$ cat src/rtl/ac97_pkg.sv
// ---------------------------------------------------------------------------
// ac97_pkg
// Shared constants and helpers for the AC'97 link framer.
//   - Frame geometry: FRAME_BITS, TAG_BITS, SLOT_BITS and slot bit offsets.
//   - Tag bit positions within slot 0.
//   - build_out_frame(): assembles one outgoing 256-bit frame.
// Frame bit n (n=0 is the first bit on the wire) is stored at vector index
// FRAME_BITS-1-n, so a frame vector shifts out MSB first.
// ---------------------------------------------------------------------------
package ac97_pkg;

    localparam int FRAME_BITS = 256;
    localparam int TAG_BITS   = 16;
    localparam int SLOT_BITS  = 20;

    localparam int SLOT1_OFS  = 16;
    localparam int SLOT2_OFS  = 36;
    localparam int SLOT3_OFS  = 56;
    localparam int SLOT4_OFS  = 76;

    localparam int TAG_FRAME  = 15;
    localparam int TAG_CMD_A  = 14;
    localparam int TAG_CMD_D  = 13;
    localparam int TAG_LEFT   = 12;
    localparam int TAG_RIGHT  = 11;

    localparam logic [7:0] BIT_LAST  = 8'd255;
    localparam logic [7:0] SYNC_BITS = 8'd16;

    typedef logic [FRAME_BITS-1:0] frame_t;
    typedef logic [SLOT_BITS-1:0]  slot_t;

    // Outgoing frame: tag, command address/data, PCM pair, remaining slots zero.
    // Data bits go out regardless of their valid flag; only the tag reflects validity.
    function automatic frame_t build_out_frame(
        input logic        cmd_v,
        input logic        left_v,
        input logic        right_v,
        input logic [7:0]  addr,
        input logic [15:0] data,
        input slot_t       left,
        input slot_t       right
    );
        frame_t                f;
        logic [TAG_BITS-1:0]   tag;
        tag            = {TAG_BITS{1'b0}};
        tag[TAG_FRAME] = 1'b1;
        tag[TAG_CMD_A] = cmd_v;
        tag[TAG_CMD_D] = cmd_v;
        tag[TAG_LEFT]  = left_v;
        tag[TAG_RIGHT] = right_v;
        f = {FRAME_BITS{1'b0}};
        f[FRAME_BITS-1 -: TAG_BITS]              = tag;
        f[FRAME_BITS-1-SLOT1_OFS -: SLOT_BITS]   = {addr, 12'h000};
        f[FRAME_BITS-1-SLOT2_OFS -: SLOT_BITS]   = {data, 4'h0};
        f[FRAME_BITS-1-SLOT3_OFS -: SLOT_BITS]   = left;
        f[FRAME_BITS-1-SLOT4_OFS -: SLOT_BITS]   = right;
        return f;
    endfunction

endpackage

$ cat src/rtl/ac97_frame_timer.sv
// ---------------------------------------------------------------------------
// ac97_frame_timer
// Free-running 8-bit bit counter for the AC'97 frame, plus registered SYNC
// and the one-cycle ready strobe.
// Ports:
//   i_clk        in   bit clock
//   i_reset      in   synchronous active-high reset (counter parks at 255)
//   o_sync       out  high while the current bit is in the tag slot (n<16)
//   o_ready      out  high in the cycle with bit_count==255 (never right after reset)
//   o_frame_end  out  combinational: current bit_count==255, next edge is the frame latch
// ---------------------------------------------------------------------------
module ac97_frame_timer
    import ac97_pkg::*;
(
    input  logic i_clk,
    input  logic i_reset,
    output logic o_sync,
    output logic o_ready,
    output logic o_frame_end
);

    logic [7:0] r_bit_count;
    logic [7:0] w_next_count;
    logic       r_sync;
    logic       r_ready;

    // 8-bit arithmetic wraps 255->0 on its own; there is no idle state.
    assign w_next_count = r_bit_count + 8'd1;

    // Bit counter and the registered sync/ready decoded from the next count.
    always_ff @(posedge i_clk) begin
        if (i_reset) begin
            r_bit_count <= BIT_LAST;
            r_sync      <= 1'b0;
            r_ready     <= 1'b0;
        end else begin
            r_bit_count <= w_next_count;
            r_sync      <= (w_next_count < SYNC_BITS);
            r_ready     <= (w_next_count == BIT_LAST);
        end
    end

    assign o_sync      = r_sync;
    assign o_ready     = r_ready;
    assign o_frame_end = (r_bit_count == BIT_LAST);

endmodule

$ cat src/rtl/ac97_link_frame.sv
// ---------------------------------------------------------------------------
// ac97_link_frame
// AC'97 link framer: latches one register command and one PCM sample pair per
// 256-bit frame, serialises them on sdata_out with sync, deserialises the
// codec's sdata_in frame and publishes its status/PCM slots.
// Ports:
//   clock, reset                     bit clock, synchronous active-high reset
//   ready                            frame strobe (bit_count==255)
//   command_address/data/valid       register command for slots 1/2
//   left_data/valid, right_data/valid playback samples for slots 3/4
//   sync, sdata_out                  outgoing link, MSB first
//   sdata_in                         incoming link
//   codec_ready                      input tag[15] of last completed frame
//   status_data                      input slot2[19:4], last frame with tag[13]
//   left_in_data, right_in_data      input slots 3/4, last frame with tag[12]/[11]
// ---------------------------------------------------------------------------
module ac97_link_frame
    import ac97_pkg::*;
(
    input  logic        clock,
    input  logic        reset,
    output logic        ready,
    input  logic [7:0]  command_address,
    input  logic [15:0] command_data,
    input  logic        command_valid,
    input  logic [19:0] left_data,
    input  logic        left_valid,
    input  logic [19:0] right_data,
    input  logic        right_valid,
    output logic        sync,
    output logic        sdata_out,
    input  logic        sdata_in,
    output logic        codec_ready,
    output logic [15:0] status_data,
    output logic [19:0] left_in_data,
    output logic [19:0] right_in_data
);

    logic                  w_frame_end;
    frame_t                w_out_frame;
    frame_t                w_in_frame;
    logic                  w_unused_in;

    // Bit 0 of a frame goes straight into r_sdata_out at the latch edge,
    // so the shifter only has to hold the remaining 255 bits.
    logic [FRAME_BITS-2:0] r_out_shift;
    logic                  r_sdata_out;
    logic [FRAME_BITS-2:0] r_in_shift;
    logic                  r_codec_ready;
    logic [15:0]           r_status_data;
    logic [19:0]           r_left_in_data;
    logic [19:0]           r_right_in_data;

    ac97_frame_timer u_timer (
        .i_clk       (clock),
        .i_reset     (reset),
        .o_sync      (sync),
        .o_ready     (ready),
        .o_frame_end (w_frame_end)
    );

    assign w_out_frame = build_out_frame(command_valid, left_valid, right_valid,
                                         command_address, command_data,
                                         left_data, right_data);

    // The bit being sampled at the latch edge is bit 255 of the input frame,
    // so the completed frame is the shifter plus the live sdata_in.
    assign w_in_frame  = {r_in_shift, sdata_in};

    // Slot 1, the low status nibble and slots 5..12 are not published.
    assign w_unused_in = ^w_in_frame;

    // Outgoing shifter, incoming shifter and frame-boundary status update.
    always_ff @(posedge clock) begin
        if (reset) begin
            r_out_shift     <= {(FRAME_BITS-1){1'b0}};
            r_sdata_out     <= 1'b0;
            r_in_shift      <= {(FRAME_BITS-1){1'b0}};
            r_codec_ready   <= 1'b0;
            r_status_data   <= 16'h0000;
            r_left_in_data  <= 20'h00000;
            r_right_in_data <= 20'h00000;
        end else begin
            r_in_shift <= w_in_frame[FRAME_BITS-2:0];
            if (w_frame_end) begin
                r_sdata_out   <= w_out_frame[FRAME_BITS-1];
                r_out_shift   <= w_out_frame[FRAME_BITS-2:0];
                r_codec_ready <= w_in_frame[FRAME_BITS-TAG_BITS+TAG_FRAME];
                if (w_in_frame[FRAME_BITS-TAG_BITS+TAG_CMD_D]) begin
                    r_status_data <= w_in_frame[FRAME_BITS-1-SLOT2_OFS -: 16];
                end else begin
                    r_status_data <= r_status_data;
                end
                if (w_in_frame[FRAME_BITS-TAG_BITS+TAG_LEFT]) begin
                    r_left_in_data <= w_in_frame[FRAME_BITS-1-SLOT3_OFS -: SLOT_BITS];
                end else begin
                    r_left_in_data <= r_left_in_data;
                end
                if (w_in_frame[FRAME_BITS-TAG_BITS+TAG_RIGHT]) begin
                    r_right_in_data <= w_in_frame[FRAME_BITS-1-SLOT4_OFS -: SLOT_BITS];
                end else begin
                    r_right_in_data <= r_right_in_data;
                end
            end else begin
                r_sdata_out <= r_out_shift[FRAME_BITS-2];
                r_out_shift <= {r_out_shift[FRAME_BITS-3:0], 1'b0};
            end
        end
    end

    assign sdata_out     = r_sdata_out;
    assign codec_ready   = r_codec_ready;
    assign status_data   = r_status_data;
    assign left_in_data  = r_left_in_data;
    assign right_in_data = r_right_in_data;

endmodule
$ cat config.mk
export PLATFORM = sky130hd
export DESIGN_NAME = ac97_link_frame
export DESIGN_NICKNAME = d
export VERILOG_FILES = /design/src/rtl/ac97_pkg.sv /design/src/rtl/ac97_frame_timer.sv /design/src/rtl/ac97_link_frame.sv
export SDC_FILE = /design/constraint.sdc
export NUM_CORES = 1
export LEC_CHECK = 0
export ABC_AREA = 1
export BUFFER_PORTS_ARGS = -buffer_cell sky130_fd_sc_hd__buf_2
export CAP_MARGIN = 40
export CORE_MARGIN = 2
export CORE_UTILIZATION = 60
export CTS_BUF_LIST = sky130_fd_sc_hd__clkbuf_16
export DETAILED_ROUTE_END_ITERATION = 8
export MAX_ROUTING_LAYER = met4
export PLACE_DENSITY = 0.91
export SYNTH_ARGS = -nofsm -noshare
export SYNTH_HDL_FRONTEND = slang
export SYNTH_SLANG_ARGS = --single-unit
$ cat constraint.sdc
create_clock -name clock -period 3.35 [get_ports clock]
set_input_delay 0 -clock clock [delete_from_list [all_inputs] [get_ports clock]]
set_output_delay 0 -clock clock [all_outputs]
set_load 0.005 [all_outputs]
==> results.md, run 1 <==
* Mapped Nets at 1676
* Pwr/cell area at 622.0 nW/um2
* Hold-fix buffers, CTS at 69
* Dpl cells at 1953
* Most used cells in the layout excluding fill and tap cells: 418 x dfxtp_1, 400 x nor2_1, 353 x inv_1, 265 x nand2_1, 128 x buf_2
* Post-CTS Setup Bufs at 0
* Pin count of the biggest net entering global routing at 92
* Post-route DRC at 0
* Leak at 7.389 nW
* Routed via count at 9615
* Synth Cell Area at 13080 um2
* Layout cells sized above 1 at 11.86%
* Max Cap Viol at 0
* Clock Skew at 0.01818 ns
* Num ports at 130
* Final setup fails at 0
* Setup crit end kind: flip-flop
* Non-Filler Instances at 2101
* Slew @ Worst Pin at 0.8332 ns
* FF+latch count, synth at 418
* Row count at 54
* Wire length of the first global-routing pass at 43390 um
* Clock-pin slew on the worst setup and hold paths at 0.07 ns
* Clk_lat worst skew at 0.52 ns
* Vias per inst at 4.576
* Register area at 8368 um2
* RSZ-0062 raised after global routing: false
* Yosys warns at 0
* DRT Wirelength at 26420 um
* Status: completed
* Area occupied by multi-input gates at 3064 um2
* Hold Slack at 0.2113 ns
* Placement Cell Area at 13860 um2
* DP HPWL at 13430 um
* H-tree levels at 2
* Fillcell total at 1427
* Die area at 22990 um2
* Critical path launch point type: flip-flop
* Port Buffers at 129
* Worst Path Arrival at 2.94 ns
* Final Worst Setup Slack at 0.8687 ns
* DR iter-0 viols at 542
* Initial antenna violation count at 8
* Drt first pass iters at 5
* Most common cell after layout, fill and taps aside: dfxtp_1
* Post-synthesis sequential area ratio at 63.99%
* Netlist cell types at 20
* P&R area growth vs syn at 20.87%
* Relative slew slack at 44.45%
* Final period util at 74.07%
* Reg-to-reg slack, setup at 0.87 ns
* Crit Path Max Fanout at 70
* Num CTS Buffers at 39
* CTS sink count at 418
* Syn Inst Count at 1604
* Drt wl/cell at 12.57 um
* Starting Density at 60.48%
* Final Slew Violations at 0
* Hold crit path type: in2reg
* Fmax at 0.4030 GHz
* Post-route cell area at 15810 um2
* GR Overflow Total at 0
* Vias in the first global route at 9218
* Max clock buf depth at 3
* Post_cts resized at 0
* # nets final at 1855
* Die Wd at 151.6 um
* CTS root buf: clkbuf_16
* Setup Crit Path Kind: reg2reg
* Die Y at 151.6 um
* Period minus WS final at 2.481 ns
* DP Worst Slack at 1.005 ns
* Core outline area at 21620 um2
* CTS tree: done
* Total GRT Usage at 24.51%
* Average size of a mapped cell at 8.152 um2
* Routed Antenna Nets at 0
* Setup TNS at 0 ns
* Peak VDD IR at 0.3909 mV
* Final Hold Vio Count at 0
* GPL Wtd Cong at 0.7746
* Crit path required time at 3.81 ns
[worst paths after layout]
path	startpoint	endpoint	depth (start not counted)
worst max-delay path	u_timer.r_bit_count[0]$_SDFF_PP1_	r_out_shift[170]$_SDFF_PP0_	10
worst min-delay path	left_data[1]	r_out_shift[181]$_SDFF_PP0_	4
worst max register to register	u_timer.r_bit_count[0]$_SDFF_PP1_	r_out_shift[170]$_SDFF_PP0_	10
worst min register to register	r_in_shift[11]$_SDFF_PP0_	r_in_shift[12]$_SDFF_PP0_	2
[cells in the mapped netlist]
library cell / instances / area share [%]
buf_6: 2 / 0.17
dfxtp_1: 418 / 64
nor2_4: 1 / 0.086
nor2_8: 2 / 0.31
nand2_1: 265 / 7.6
nand3_1: 75 / 2.9
and3_1: 1 / 0.048
clkbuf_1: 39 / 1.1
nand2_2: 13 / 0.62
inv_2: 1 / 0.029
inv_4: 1 / 0.048
nor2_1: 400 / 11
inv_1: 350 / 10
ha_1: 2 / 0.19
nand4_1: 3 / 0.14
o21ai_0: 1 / 0.038
nor3_1: 1 / 0.038
buf_2: 16 / 0.61
buf_1: 11 / 0.32
buf_8: 2 / 0.23
[stage by stage]
step,power (W),utilization [%]
2_1_floorplan,0.005529,-
3_3_place_gp,0.005605,63.89
5_1_grt,0.01017,73.10
4_1_cts,0.009848,73.01
3_5_place_dp,0.005626,64.12
6_report,0.009830,73.10
[cell families (layout without fill, tap and decap cells)]
family,after synthesis,after routing,synth area share (%)
flops,418,418,63.99
buf+inv,422,631,12.57
compound gates,1,1,0.03824
simple gates,761,761,23.20
other cells,0,8,0
fa+ha+maj,2,2,0.1913
[critical path, stage by stage, from the launching register on]
cell and delay [ns]:
dfxtp_1 0.41, ha_1 0.25, nand2_1 0.09, inv_1 0.10, nand2_2 0.10, nor2_8 0.14
inv_4 0.26, nor2_8 0.54, buf_4 0.32, nand2_1 0.10, nand2_1 0.09
[state kept, by name, indices dropped and copies added, names as in the netlist]
| name | count |
|---|---|
| r_out_shift | 95 |
| right_in_data | 20 |
| status_data | 16 |
| u_timer.o_sync | 1 |
| u_timer.o_ready | 1 |
| sdata_out | 1 |
| r_in_shift | 255 |
| codec_ready | 1 |
| left_in_data | 20 |
| u_timer.r_bit_count | 8 |
[where the power goes]
group / switching [W] / internal (W)
Combinational: 0.000323 / 0.000172
Clock: 0.00182 / 0.00238
Sequential: 0.0000536 / 0.00508
[per-layer routing]
| metal | vias up | global-route usage (%) | share of wire [%] |
|---|---|---|---|
| li1 | 4897 | - | - |
| met3 | 74 | 8.323 | 7.0 |
| met2 | 272 | 39.46 | 49 |
| met1 | 4372 | 28.19 | 42 |
| met4 | 0 | 10.19 | 2.8 |
| met5 | - | - | 0 |
[layout make-up]
cell class	count	area share, %
Sequential cell	418	52.94
Timing Repair Buffer	208	9.143
Multi-Input combinational cell	764	19.39
Inverter	352	8.391
Antenna cell	8	0.1267
Clock buffer	41	6.491
Clock inverter	30	1.298
Tap cell	280	2.217
(Power assumes the default switching activity.)
==> run 2: changes to the inputs <==
ABC_AREA = 0   (was 1)
CORE_UTILIZATION = 52   (was 60)
PLACE_DENSITY = 0.85   (was 0.91)
clock period = 2.15 ns   (was 3.35 ns; I/O delays follow)
==> run 2 against run 1 <==
Combinational power increased by 110%. Cell count decreased by 21%. Design area decreased by 2.7%. Maximum frequency increased by 26%. Synthesized cell count decreased by 30%. First-iteration DRC count increased by 28%. Core utilization decreased by 7.9 points. Largest power group unchanged. Highest routed layer unchanged.
==> results.md, run 2 <==
* Crit Path Max Fanout at 68 (was 70)
* Placement Cell Area at 13440 um2 (was 13860 um2)
* Clk pwr share at 42.2% (was 42.8%)
* Average size of a mapped cell at 11.16 um2 (was 8.152 um2)
* Crit path required time at 2.58 ns (was 3.81 ns)
* Final Hold Vio Count at 0 (unchanged)
* CP Launch Point: u_timer.r_bit_count[0]$_SDFF_PP1_ (unchanged)
* Slew @ Worst Pin at 0.7199 ns (was 0.8332 ns)
* H-tree levels at 2 (unchanged)
* Num ports at 130 (unchanged)
* Top cells by count, synth: 418 x dfxtp_1, 312 x nor2b_1, 140 x nand2_1, 68 x a21oi_1, 44 x clkbuf_1 (was 418 x dfxtp_1, 400 x nor2_1, 350 x inv_1, 265 x nand2_1, 75 x nand3_1)
* Worst r2r dst: r_out_shift[187]$_SDFF_PP0_ (was r_out_shift[170]$_SDFF_PP0_)
* Most common cell after layout, fill and taps aside: dfxtp_1 (unchanged)
* DP Worst Slack at 0.1647 ns (was 1.005 ns)
* P&R area growth vs syn at 22.46% (was 20.87%)
* Most used cells in the layout excluding fill and tap cells: 418 x dfxtp_1, 312 x nor2b_1, 140 x nand2_1, 128 x buf_2, 70 x dlygate4sd3_1 (was 418 x dfxtp_1, 400 x nor2_1, 353 x inv_1, 265 x nand2_1, 128 x buf_2)
* Max clock buf depth at 3 (unchanged)
* Main area contributors after synthesis: dfxtp_1 67%, nor2b_1 16%, nand2_1 4.2% (was dfxtp_1 64%, nor2_1 11%, inv_1 10%)
* Yosys warns at 0 (unchanged)
* Final setup fails at 0 (unchanged)
* Switching Fraction at 22.21% (was 22.37%)
* Worst setup endpoint: r_out_shift[187]$_SDFF_PP0_ (was r_out_shift[170]$_SDFF_PP0_)
* Die Y at 159.4 um (was 151.6 um)
* Reg-to-reg slack, setup at 0.17 ns (was 0.87 ns)
* Hold path depth at 4 (unchanged)
* Relative slew slack at 51.83% (was 44.45%)
* Vias per inst at 4.756 (was 4.576)
* Max Cap Viol at 0 (unchanged)
* Post-synthesis async set-or-reset flop share at 0% (unchanged)
* CTS sink count at 418 (unchanged)
* Flop pwr share at 51.3% (was 52.2%)
* FF+latch count, synth at 418 (unchanged)
* Final Slew Violations at 0 (unchanged)
* Peak VDD IR at 0.5727 mV (was 0.3909 mV)
* Final Worst Setup Slack at 0.1730 ns (was 0.8687 ns)
* DR iter-0 viols at 694 (was 542)
* GR Overflow Total at 0 (unchanged)
* Leak at 6.432 nW (was 7.389 nW)
* Starting Density at 53.21% (was 60.48%)
* Mapped Nets at 1198 (was 1676)
* Clock-pin slew on the worst setup and hold paths at 0.06 ns (was 0.07 ns)
* Final Util at 65.16% (was 73.10%)
* CTS root buf: clkbuf_16 (unchanged)
* Post-synthesis sequential area ratio at 66.60% (was 63.99%)
* Hold crit path type: in2reg (unchanged)
* Critical path launch point type: flip-flop (unchanged)
* Internal power at 0.01224 W (was 0.007631 W)
* Synth area leader: dfxtp_1 (unchanged)
* Setup TNS at 0 ns (unchanged)
* Hold Slack at 0.2711 ns (was 0.2113 ns)
* Routed Antenna Nets at 0 (unchanged)
* GPL Wtd Cong at 0.7653 (was 0.7746)
* Synth Cell Area at 12560 um2 (was 13080 um2)
* Die area at 25420 um2 (was 22990 um2)
* Post-route cell area at 15390 um2 (was 15810 um2)
* Main flop type after synthesis: dfxtp_1 (unchanged)
* Logic pwr share at 6.5% (was 5.0%)
* Reg-to-Reg Start: u_timer.r_bit_count[0]$_SDFF_PP1_ (unchanged)
* Post-synth EDFFs at 0 (unchanged)
* DP HPWL at 11360 um (was 13430 um)
* Fillcell total at 1639 (was 1427)
* Pin count of the biggest net entering global routing at 125 (was 92)
* CTS tree: done (unchanged)
* Post-synth top area share at 66.60% (was 63.99%)
* Total GRT Usage at 18.43% (was 24.51%)
* Port Buffers at 129 (unchanged)
* Final period util at 91.95% (was 74.07%)
* Routed via count at 7871 (was 9615)
* Drt wl/cell at 13.87 um (was 12.57 um)
* Fmax at 0.5058 GHz (was 0.4030 GHz)
* Pwr/cell area at 1023 nW/um2 (was 622.0 nW/um2)
* Clock Skew at 0.02172 ns (was 0.01818 ns)
* RSZ-0062 raised after global routing: false (unchanged)
* Setup crit end kind: flip-flop (unchanged)
* Row count at 56 (was 54)
* Top Registers: r_in_shift x255, r_out_shift x95 (unchanged)
* Netlist cell types at 33 (was 20)
* Reg2Reg Depth at 6 (was 10)
* Post-CTS Setup Bufs at 0 (unchanged)
* Setup Crit Path Kind: reg2reg (unchanged)
* Core outline area at 23610 um2 (was 21620 um2)
* Num CTS Buffers at 38 (was 39)
* Worst Path Arrival at 2.41 ns (was 2.94 ns)
* Vias in the first global route at 7847 (was 9218)
* Syn Inst Count at 1126 (was 1604)
* # nets final at 1384 (was 1855)
* Initial antenna violation count at 1 (was 8)
* Count leader, synth: dfxtp_1 (unchanged)
* Period minus WS final at 1.977 ns (was 2.481 ns)
* Reg with most FFs: r_in_shift (unchanged)
* Die Wd at 159.4 um (was 151.6 um)
* DRT Wirelength at 22950 um (was 26420 um)
* Wire length of the first global-routing pass at 38010 um (was 43390 um)
* Status: completed (unchanged)
* Layout cells sized above 1 at 18.20% (was 11.86%)
* Largest register FFs at 255 (unchanged)
* Clk_lat worst skew at 0.53 ns (was 0.52 ns)
* Psw at 0.003496 W (was 0.002199 W)
* Drt first pass iters at 6 (was 5)
* Post-route DRC at 0 (unchanged)
[run 2: how the worst min path moves through the flow]
stage,from,endpoint,slack [ns]
CTS,right_data[7],r_out_shift[167]$_SDFF_PP0_,0.25
detailed placement,sdata_in,r_in_shift[0]$_SDFF_PP0_,0.22
finish,right_data[12],r_out_shift[172]$_SDFF_PP0_,0.27
floorplan,sdata_in,r_in_shift[0]$_SDFF_PP0_,0.13
global placement,sdata_in,r_in_shift[0]$_SDFF_PP0_,0.21
global route,right_data[12],r_out_shift[172]$_SDFF_PP0_,0.28
[run 2: cell families after synthesis]
| logic type | share of synthesized area, % |
|---|---|
| AND/OR/NAND/NOR | 22.63 |
| adder cells (fa/ha/maj) | 0.1991 |
| XOR/XNOR | 0.3486 |
| AO/OA/AOI/OAI | 2.868 |
| flip-flops | 66.60 |
| buffers and inverters | 2.340 |
| multiplexers | 5.019 |
[run 2: final cells by class]
type / instances / area [um2] / area share, %
clock buffers: 39 / 975.9 / 6.343
well taps: 319 / 399.1 / 2.594
repair buffers: 212 / 1470 / 9.555
clock inverters: 24 / 260.3 / 1.691
multi-input cells: 640 / 3902 / 25.36
flip-flops and latches: 418 / 8368 / 54.39
diodes: 1 / 2.502 / 0.01626
inverters: 2 / 7.507 / 0.04879
[run 2: critical path: stages (launching register included)]
cell     delay [ns]
dfxtp_1        0.41
ha_1           0.27
nand3_1        0.21
nor2_8         0.18
buf_6          0.41
nand2_1        0.18
a21oi_1        0.20
[run 2: power by group through the flow]
stage	logic, W	registers [W]	clock network (W)
CTS	0.000963	0.00806	0.00677
global placement	0.000831	0.00823	0
finish	0.00102	0.00807	0.00665
floorplan	0.000691	0.00820	0
detailed placement	0.000856	0.00823	0
global route	0.00112	0.00809	0.00711
[run 2: metal layers]
metal	wire (um)	up-vias	GRT usage, %
met4	850	0	8.595
met1	10160	3651	22.14
met3	1406	89	4.428
li1	-	3885	-
met5	0	-	-
met2	10540	246	29.39
[run 2: stage by stage]
step / std cells / total power, W
4_1_cts: 1654 / 0.01580
5_1_grt: 1655 / 0.01632
3_5_place_dp: 1521 / 0.009088
3_3_place_gp: 1520 / 0.009057
2_1_floorplan: 1126 / 0.008889
6_report: 1655 / 0.01574
[run 2: what timing repair did]
action                                  4_1_cts  5_1_grt
hold buffers                                 70        0
hold endpoints to repair                     97        0
endpoints found under the setup margin        0       51
gates resized for setup                       0        1
